===== config.mk =====
export PLATFORM = sky130hd
export DESIGN_NAME = rom_read_arbiter
export DESIGN_NICKNAME = d
export VERILOG_FILES = /design/src/rtl/rom_read_arbiter.sv
export SDC_FILE = /design/constraint.sdc
export NUM_CORES = 1
export LEC_CHECK = 0
export BUFFER_PORTS_ARGS = -buffer_cell sky130_fd_sc_hd__buf_2
export CAP_MARGIN = 0
export CELL_PAD_IN_SITES_DETAIL_PLACEMENT = 1
export CELL_PAD_IN_SITES_GLOBAL_PLACEMENT = 2
export CORE_MARGIN = 3
export CORE_UTILIZATION = 24
export CTS_CLUSTER_SIZE = 30
export DETAILED_ROUTE_END_ITERATION = 10
export GPL_ROUTABILITY_DRIVEN = 0
export PLACE_DENSITY_LB_ADDON = 0.1
export SETUP_SLACK_MARGIN = 0.5
export SYNTH_ARGS = -nofsm -noshare
export SYNTH_HDL_FRONTEND = slang
export SYNTH_SLANG_ARGS = --single-unit

===== constraint.sdc =====
create_clock -name clk -period 10.22 [get_ports clk]
set_clock_uncertainty 0.15 [all_clocks]
set_input_delay 2.044 -clock clk [delete_from_list [all_inputs] [get_ports clk]]
set_output_delay 2.044 -clock clk [all_outputs]
set_load 0.01 [all_outputs]

===== src/rtl/rom_read_arbiter.sv =====
// ---------------------------------------------------------------------------
// rom_read_arbiter
//
// Shares a single synchronous-read ROM (registered output, one cycle after the
// read enable) between NUM_REQ requesters. Requests are granted round-robin,
// with at most one ROM read per cycle. Returned words are held in a 2-entry
// response FIFO, so backpressure on the response side never loses data.
//
// Parameters:
//   NUM_REQ  number of requesters (>= 2)
//   ADDR_W   ROM address width
//   DATA_W   ROM word width (signed, passed through unchanged)
//   ID_W     requester id width, derived from NUM_REQ
//
// Ports:
//   clk             clock, all state on rising edge
//   rst_n           asynchronous active-low reset
//   req_valid       per-requester read request
//   req_addr        packed addresses, requester i at [i*ADDR_W +: ADDR_W]
//   req_ready       one-hot (or zero) accept, transfer when valid & ready
//   rom_read        ROM read enable
//   rom_addr        ROM address, holds its last value while idle
//   rom_data        ROM output, valid the cycle after rom_read
//   rsp_valid       response FIFO head is valid
//   rsp_ready       consumer accepts the head response
//   rsp_id          requester index of the head response
//   rsp_data        signed ROM word of the head response
//   stat_grant_cnt  (ARB_STATS_EN only) 16-bit saturating grant counters,
//                   requester i at [i*16 +: 16]
//
// Optional feature macro: ARB_STATS_EN
// ---------------------------------------------------------------------------
module rom_read_arbiter #(
  parameter int NUM_REQ = 4,
  parameter int ADDR_W  = 5,
  parameter int DATA_W  = 5,
  localparam int ID_W   = (NUM_REQ > 1) ? $clog2(NUM_REQ) : 1
) (
  input  logic                      clk,
  input  logic                      rst_n,
  input  logic [NUM_REQ-1:0]        req_valid,
  input  logic [NUM_REQ*ADDR_W-1:0] req_addr,
  output logic [NUM_REQ-1:0]        req_ready,
  output logic                      rom_read,
  output logic [ADDR_W-1:0]         rom_addr,
  input  logic signed [DATA_W-1:0]  rom_data,
  output logic                      rsp_valid,
  input  logic                      rsp_ready,
  output logic [ID_W-1:0]           rsp_id,
  output logic signed [DATA_W-1:0]  rsp_data
`ifdef ARB_STATS_EN
  ,
  output logic [NUM_REQ*16-1:0]     stat_grant_cnt
`endif
);

  logic [ID_W-1:0]          rr_ptr;
  logic                     pend;
  logic [ID_W-1:0]          pend_id;
  logic [ADDR_W-1:0]        last_addr;

  logic [ID_W-1:0]          buf_id   [2];
  logic signed [DATA_W-1:0] buf_data [2];
  logic                     wr_ptr;
  logic                     rd_ptr;
  logic [1:0]               occ;

  logic                     pop;
  logic [2:0]               fill;
  logic                     credit;
  logic                     found;
  logic [ID_W-1:0]          cand;
  logic [ID_W-1:0]          win_id;
  logic [NUM_REQ-1:0]       grant;

  // Credit accounting: the buffer must be able to absorb every word already
  // in flight plus the one a new grant would launch. A pop in this cycle
  // frees a slot in time for the next push, which is what lets sustained
  // 1-per-cycle throughput coexist with a 2-entry buffer.
  always_comb begin
    pop    = rsp_valid & rsp_ready;
    fill   = {1'b0, occ} + {2'b00, pend} - {2'b00, pop};
    credit = (fill < 3'd2);
  end

  // Round-robin search starting one past the last winner and wrapping.
  // Grants are also suppressed while reset is asserted so the request side
  // reads all-zero immediately on reset, not only after the next edge.
  always_comb begin
    found  = 1'b0;
    cand   = '0;
    win_id = '0;
    grant  = '0;
    for (int i = 1; i <= NUM_REQ; i++) begin
      cand = ID_W'((int'(rr_ptr) + i) % NUM_REQ);
      if (!found && req_valid[cand]) begin
        found  = 1'b1;
        win_id = cand;
      end
    end
    if (found && credit && rst_n) begin
      grant[win_id] = 1'b1;
    end
  end

  // ROM request side. The address follows the winner while granting and
  // otherwise keeps the last issued address so the ROM pins stay quiet.
  always_comb begin
    req_ready = grant;
    rom_read  = |grant;
    rom_addr  = last_addr;
    if (rom_read) begin
      rom_addr = req_addr[win_id*ADDR_W +: ADDR_W];
    end
  end

  // Arbitration state: pointer advances to each winner, and pend tracks the
  // read whose data appears on rom_data during the following cycle.
  always_ff @(posedge clk or negedge rst_n) begin
    if (!rst_n) begin
      rr_ptr    <= ID_W'(NUM_REQ - 1);
      pend      <= 1'b0;
      pend_id   <= '0;
      last_addr <= '0;
    end else begin
      pend <= rom_read;
      if (rom_read) begin
        rr_ptr    <= win_id;
        pend_id   <= win_id;
        last_addr <= rom_addr;
      end
    end
  end

  // Response FIFO. Entries are fully registered so nothing from rom_data
  // reaches the response outputs combinationally. Push and pop in the same
  // cycle leave the occupancy unchanged.
  always_ff @(posedge clk or negedge rst_n) begin
    if (!rst_n) begin
      for (int i = 0; i < 2; i++) begin
        buf_id[i]   <= '0;
        buf_data[i] <= '0;
      end
      wr_ptr <= 1'b0;
      rd_ptr <= 1'b0;
      occ    <= 2'd0;
    end else begin
      if (pend) begin
        buf_id[wr_ptr]   <= pend_id;
        buf_data[wr_ptr] <= rom_data;
        wr_ptr           <= ~wr_ptr;
      end
      if (pop) begin
        rd_ptr <= ~rd_ptr;
      end
      occ <= occ + {1'b0, pend} - {1'b0, pop};
    end
  end

  always_comb begin
    rsp_valid = (occ != 2'd0);
    rsp_id    = buf_id[rd_ptr];
    rsp_data  = buf_data[rd_ptr];
  end

`ifdef ARB_STATS_EN
  logic [15:0] grant_cnt [NUM_REQ];

  // Per-requester grant counters, saturating so long runs never wrap.
  always_ff @(posedge clk or negedge rst_n) begin
    if (!rst_n) begin
      for (int i = 0; i < NUM_REQ; i++) begin
        grant_cnt[i] <= '0;
      end
    end else begin
      for (int i = 0; i < NUM_REQ; i++) begin
        if (grant[i] && (grant_cnt[i] != 16'hFFFF)) begin
          grant_cnt[i] <= grant_cnt[i] + 16'd1;
        end
      end
    end
  end

  always_comb begin
    stat_grant_cnt = '0;
    for (int i = 0; i < NUM_REQ; i++) begin
      stat_grant_cnt[i*16 +: 16] = grant_cnt[i];
    end
  end
`endif

endmodule


==> results of run 1 <==
-- cells by family (layout without fill, tap and decap cells) --
family,after synthesis,in the layout,share of synthesized area
simple gates,37,37,0.1305
flops,28,28,0.4641
mux,27,27,0.1957
compound gates,23,23,0.1247
buf+inv,12,60,0.03798
fa+ha+maj,3,3,0.02973
xor+xnor,3,3,0.01734
-- cells in the final DEF, fill, tap and decap left out, types with 2 or more instances in the layout --
cell type	synthesis	layout
nand2b_1	3	3
nor2_1	10	10
and4_1	3	3
nor2b_1	2	2
dfrtp_1	26	26
a2111oi_0	3	3
a221oi_1	2	2
buf_2	1	49
ha_1	2	2
clkbuf_8	0	3
dfstp_2	2	2
inv_1	6	6
xor2_1	2	2
a211oi_1	6	6
nand2_1	8	8
o2111a_1	2	2
nand3_1	2	2
mux2_2	21	21
mux2i_1	6	6
-- routing by layer --
layer / up-vias / track usage / routed length [um]
li1: 584 / - / -
met1: 592 / 0.1222 / 1601
met2: 38 / 0.2006 / 1934
met3: 4 / 0.01942 / 214
met4: 0 / 0.03885 / 45
met5: - / 0 / 0
-- final timing paths --
check | slack [ns] | cells after the start | startpoint | end
hold / removal | 0.35 | 1 | wr_ptr | wr_ptr
max in group asynchronous | 7.86 | 1 | rst_n | last_addr[1]
min in group asynchronous | 1.64 | 1 | rst_n | buf_data[3]
setup / recovery | 3.25 | 12 | rsp_ready | rom_addr[3]
hold reg to reg | 0.35 | 1 | wr_ptr | wr_ptr
setup reg to reg | 6.67 | 11 | occ[1] | last_addr[3]
-- registers in the layout, summed over array words and instances, names as in the netlist --
| register | count |
|---|---|
| occ | 2 |
| buf_id | 4 |
| rd_ptr | 1 |
| wr_ptr | 1 |
| pend_id | 2 |
| buf_data | 10 |
| pend | 1 |
| last_addr | 5 |
| rr_ptr | 2 |
-- critical path, delay by kind of cell --
family | cells | cell delay, ns
fa+ha+maj | 3 | 0.77
buf+inv | 4 | 0.37
compound gates | 2 | 0.84
xor+xnor | 1 | 0.19
simple gates | 2 | 0.56
-- power groups by stage --
stage,sequential (mW),clock (mW),combinational [mW]
6_report,0.207,0.0861,0.283
5_1_grt,0.216,0.0954,0.323
4_1_cts,0.209,0.0900,0.294
3_5_place_dp,0.210,0,0.294
3_3_place_gp,0.206,0,0.286
2_1_floorplan,0.193,0,0.215
-- final cells by class --
type / instances / area (sq um) / area share
Multi-Input combinational cell: 93 / 754.5 / 0.3983
Sequential cell: 28 / 703.2 / 0.3712
Timing Repair Buffer: 49 / 245.2 / 0.1295
Tap cell: 75 / 93.84 / 0.04954
Clock buffer: 3 / 41.29 / 0.02180
Clock inverter: 1 / 30.03 / 0.01585
Inverter: 7 / 26.28 / 0.01387
==> metrics.csv, run 1 <==
metric;value;unit
crit path max fanout;11;
Synth top cells by count;26 x dfrtp_1, 21 x mux2_2, 10 x nor2_1;
TritonCTS buffer count;3;
final hold vios;0;
RSZ-0062 raised after global routing;no;
Worst Setup Path Type;in -> out;
Total Power;0.5764;mW
P&R area growth vs syn;25.02;%
Leak;0.8862;nW
clock tree buffer depth;2;
register clock-pin slew on the reported worst setup and hold paths;0.10;ns
cell-internal power;0.3588;mW
slowest stage delay, CP;0.73;ns
synth unique cells;43;
Flop pwr share;0.359;
max-cap violations;0;
core footprint;6026;sq um
CTS tree;built;
DRC violations left;0;
vias in the first global route;1386;
wire length per cell;14.82;um
CP max stage cell;a2111oi_0;
Arr. time, crit path;4.77;ns
Setup violations, final;0;
Port Buffers;49;
Setup crit end kind;output pin;
max frequency;143.5;MHz
Yosys top cell area share;0.4294;
DIE WIDTH;85.46;um
Cell Rows;28;
Non-Filler Instances;256;
total wire length;3795;um
clock latency at the later pin of the worst-skew pair;0.27;ns
Final ANT Viol Nets;0;
fin. max-slew vios;0;
# diodes;0;
Switching Share;0.3774;
Setup TNS Final;0;ns
CP cell instances;buf_2 -> and2_1 -> ha_1 -> inv_1 -> ha_1 -> inv_1 -> fa_1 -> xnor2_1 -> nand4_1 -> a2111oi_0 -> a211oi_1 -> buf_2;
final worst slack;3.253;ns
Final nets;217;
Startpoint Class;input pin;
DR iter-0 viols;26;
Cell Area, Synth;1515;sq um
H-tree Lvls;1;
die area;7303;sq um
register bit total from synthesis;28;
fin crit share;0.6817;
number of synthesized flops with an enable pin;0;
Sink Count;28;
yosys warns;0;
most numerous cell in the Yosys netlist;dfrtp_1;
initial antenna violation count;0;
sequential share of the synthesized area;0.4641;
GRT overflow;0;
DP Worst Slack;3.203;ns
largest cells by area after synthesis;dfrtp_1 43%, mux2_2 16%, mux2i_1 4.0%;
net switching power;0.2176;mW
HP Class;reg -> reg;
power per cell area;304.3;nW/um^2
Post-CTS Hold Buffers;0;
Initial Util;0.2515;
first-pass GRT wire length;6334;um
async set or reset register ratio after synthesis;1.000;
Finished Cell Area;1894;sq um
VDD IR max;0.00008452;V
Vias;1218;
cell count after synthesis;133;
DP Area;1823;sq um
postcts setup bufs;0;
largest net degree at the start of global routing;31;
cell count after placement;252;
Clk pwr share;0.149;
Fill cells;711;
drt first pass iters;4;
Synth area leader;dfrtp_1;
post_cts resized;0;
mean area per synthesized cell;11.39;sq um
Via density;4.758;
I/O pin cnt;50;
fin util;0.3144;
hpwl dp;2990;um
Synth Flop Type;dfrtp_1;
combinational power share;0.492;
GRT Util Overall;0.1080;
Worst slew margin;0.5087;
worst endpoint required time;8.03;ns
die height;85.46;um
worst slew pin tran;0.7184;ns
Synthesized Nets;168;
hold_ws;0.3472;ns
clk root buf;clkbuf_8;
outcome;complete, no violations;
layout cells sized above 1;0.4420;
Final Critical Period;6.967;ns
Note: power is estimated with default switching activity, not from simulation.
==> run 2: changes to the inputs <==
ABC_AREA = 1   (was not set)
clock period = 6.57 ns   (was 10.22 ns; I/O delays follow)
==> run 2 against run 1 <==
Sequential power is 51% higher. Routed wire length rose by 17%. Critical path depth increased by 4. Worst setup slack got worse by 1.8 ns. Power is 95% higher. Critical path type unchanged. Sequential share of layout area fell by 2.8 points. Die area up 10%. Via count grew 28%. Combinational power rose to 2.5 times the previous value. Non-clock buffer count unchanged. Largest cell class unchanged. Clock power up 20%. Critical endpoint is now req_ready[1]. Global-route usage is 0.46 points higher.
==> metrics.csv, run 2 <==
metric;value;unit
outcome;complete, no violations;
Synthesized Nets;278;
TritonCTS buffer count;3;
Via density;4.118;
Cell Area, Synth;1685;sq um
hold_ws;0.3338;ns
Fill cells;846;
vias in the first global route;1638;
Worst Setup Path Type;in -> out;
fin crit share;0.7719;
max reg flops;10;
Yosys top cell area share;0.3860;
Setup TNS Final;0;ns
Setup crit end kind;output pin;
CP cell instances;buf_2 -> nand2_1 -> inv_1 -> ha_1 -> inv_1 -> ha_1 -> inv_1 -> fa_1 -> inv_1 -> a21oi_1 -> o211a_1 -> nand2_2 -> inv_2 -> nand2_1 -> nor2_1 -> buf_2;
most flop-heavy register;buf_data;
DR iter-0 viols;50;
Post-CTS Hold Buffers;0;
HP Class;reg -> reg;
Startpoint Class;input pin;
RSZ-0062 raised after global routing;no;
H-tree Lvls;1;
Worst slew margin;0.5642;
register bit total from synthesis;28;
DRC violations left;0;
CP most frequent cell;inv_1;
largest cells by area after synthesis;dfrtp_1 39%, nand2_1 26%, nand2_2 5.6%;
Final ANT Viol Nets;0;
clk root buf;clkbuf_8;
cell count after synthesis;243;
most numerous cell in the Yosys netlist;nand2_1;
Synth area leader;dfrtp_1;
first-pass GRT wire length;7596;um
Initial Util;0.2566;
sequential share of the synthesized area;0.4172;
async set or reset register ratio after synthesis;1.000;
Sequential Area;703.2;sq um
slowest stage delay, CP;0.48;ns
Finished Cell Area;2051;sq um
multi-input gate area in the final layout;835.8;sq um
final hold vios;0;
drt first pass iters;4;
Port Buffers;49;
clock tree buffer depth;2;
clock latency at the later pin of the worst-skew pair;0.26;ns
GRT overflow;0;
CTS tree;built;
commonest non-fill, non-tap cell in the layout;nand2_1;
Vias;1565;
postcts setup bufs;0;
wire length per cell;11.66;um
yosys warns;0;
Setup violations, final;0;
Arr. time, crit path;3.61;ns
mean area per synthesized cell;6.936;sq um
Final nets;323;
Synth top cells by count;117 x nand2_1, 26 x dfrtp_1, 20 x inv_1;
DIE WIDTH;89.80;um
synth unique cells;27;
hpwl dp;3447;um
GRT Util Overall;0.1127;
Leak;1.197;nW
die height;89.80;um
total wire length;4429;um
initial antenna violation count;0;
fin util;0.3123;
most frequent cells in the layout;117 x nand2_1, 49 x buf_2, 26 x dfrtp_1;
Synth Flop Type;dfrtp_1;
Sink Count;28;
Regs by FF count;buf_data (10), last_addr (5), buf_id (4);
worst slew pin tran;0.6536;ns
register clock-pin slew on the reported worst setup and hold paths;0.09;ns
Cell Rows;29;
layout cells sized above 1;0.2683;
DP Area;1996;sq um
crit path max fanout;13;
max-cap violations;0;
number of synthesized flops with an enable pin;0;
fin. max-slew vios;0;
die area;8064;sq um
post_cts resized;0;
Final Critical Period;5.071;ns
power per cell area;548.8;nW/um^2
largest net degree at the start of global routing;30;
CP max stage cell;fa_1;
final worst slack;1.499;ns
I/O pin cnt;50;
# diodes;0;
worst endpoint required time;5.11;ns
max frequency;197.2;MHz
P&R area growth vs syn;21.68;%
VDD IR max;0.0002368;V
core footprint;6568;sq um
DP Worst Slack;1.499;ns
[run 2: changes by cell type in the layout (fill, tap and decap cells not counted), sizes merged, moves of 5 or more]
cell    before  now
nand2        8  132
mux2        21    0
o21ai        2   20
inv          7   23
nand3        2   15
a211oi       6    0
mux2i        6    0
nor2        10    5
[run 2: power breakdown]
| part | switching [mW] | leakage [nW] | internal (mW) |
|---|---|---|---|
| logic | 0.470 | 0.824 | 0.240 |
| registers | 0.0544 | 0.344 | 0.258 |
| clock network | 0.0491 | 0.0288 | 0.0535 |
| total | 0.573 | 1.20 | 0.552 |
[run 2: logic make-up (layout without fill, tap and decap cells)]
kind of cell | Yosys count | after routing | share of synthesized area
AND/OR/NAND/NOR | 156 | 156 | 0.3957
buffers and inverters | 33 | 77 | 0.08685
flip-flops | 28 | 28 | 0.4172
AO/OA/AOI/OAI | 22 | 22 | 0.06829
adder cells (fa/ha/maj) | 3 | 3 | 0.02672
XOR/XNOR | 1 | 1 | 0.005198
[run 2: cell type report]
| type | count | share of cell area |
|---|---|---|
| tap | 93 | 0.05674 |
| inverter | 24 | 0.04637 |
| clock buffer | 4 | 0.02685 |
| multi-input combinational | 182 | 0.4076 |
| timing repair buffer | 49 | 0.1196 |
| sequential | 28 | 0.3429 |
[run 2: worst max-delay path, delay by kind of cell]
family	cells	cell delay, ns
buffers and inverters	7	0.66
AOI/OAI and AO/OA	2	0.28
adders and majority gates	3	0.87
and+or+nand+nor	4	0.48
[run 2: through the flow]
step	power [mW]	std cells
floorplan	0.8576	243
global placement	1.050	376
detailed placement	1.048	376
CTS	1.159	380
global route	1.273	380
finish	1.125	380
[run 2: path summary, 6_finish.rpt]
check	from	end	slack (ns)	cells after the start
setup / recovery	rsp_ready	req_ready[1]	1.50	16
hold / removal	last_addr[2]	last_addr[2]	0.33	2
setup reg to reg	occ[1]	rr_ptr[0]	3.69	16
hold reg to reg	last_addr[2]	last_addr[2]	0.33	2
max in group asynchronous	rst_n	last_addr[4]	4.93	1
min in group asynchronous	rst_n	rd_ptr	0.92	1
[run 2: metal layers]
layer | global-route usage | up-vias | routed length (um)
met5 | 0 | - | 0
met4 | 0.01916 | 0 | 28
met3 | 0.02755 | 2 | 231
met2 | 0.1917 | 38 | 1995
met1 | 0.1472 | 697 | 2174
li1 | - | 828 | -
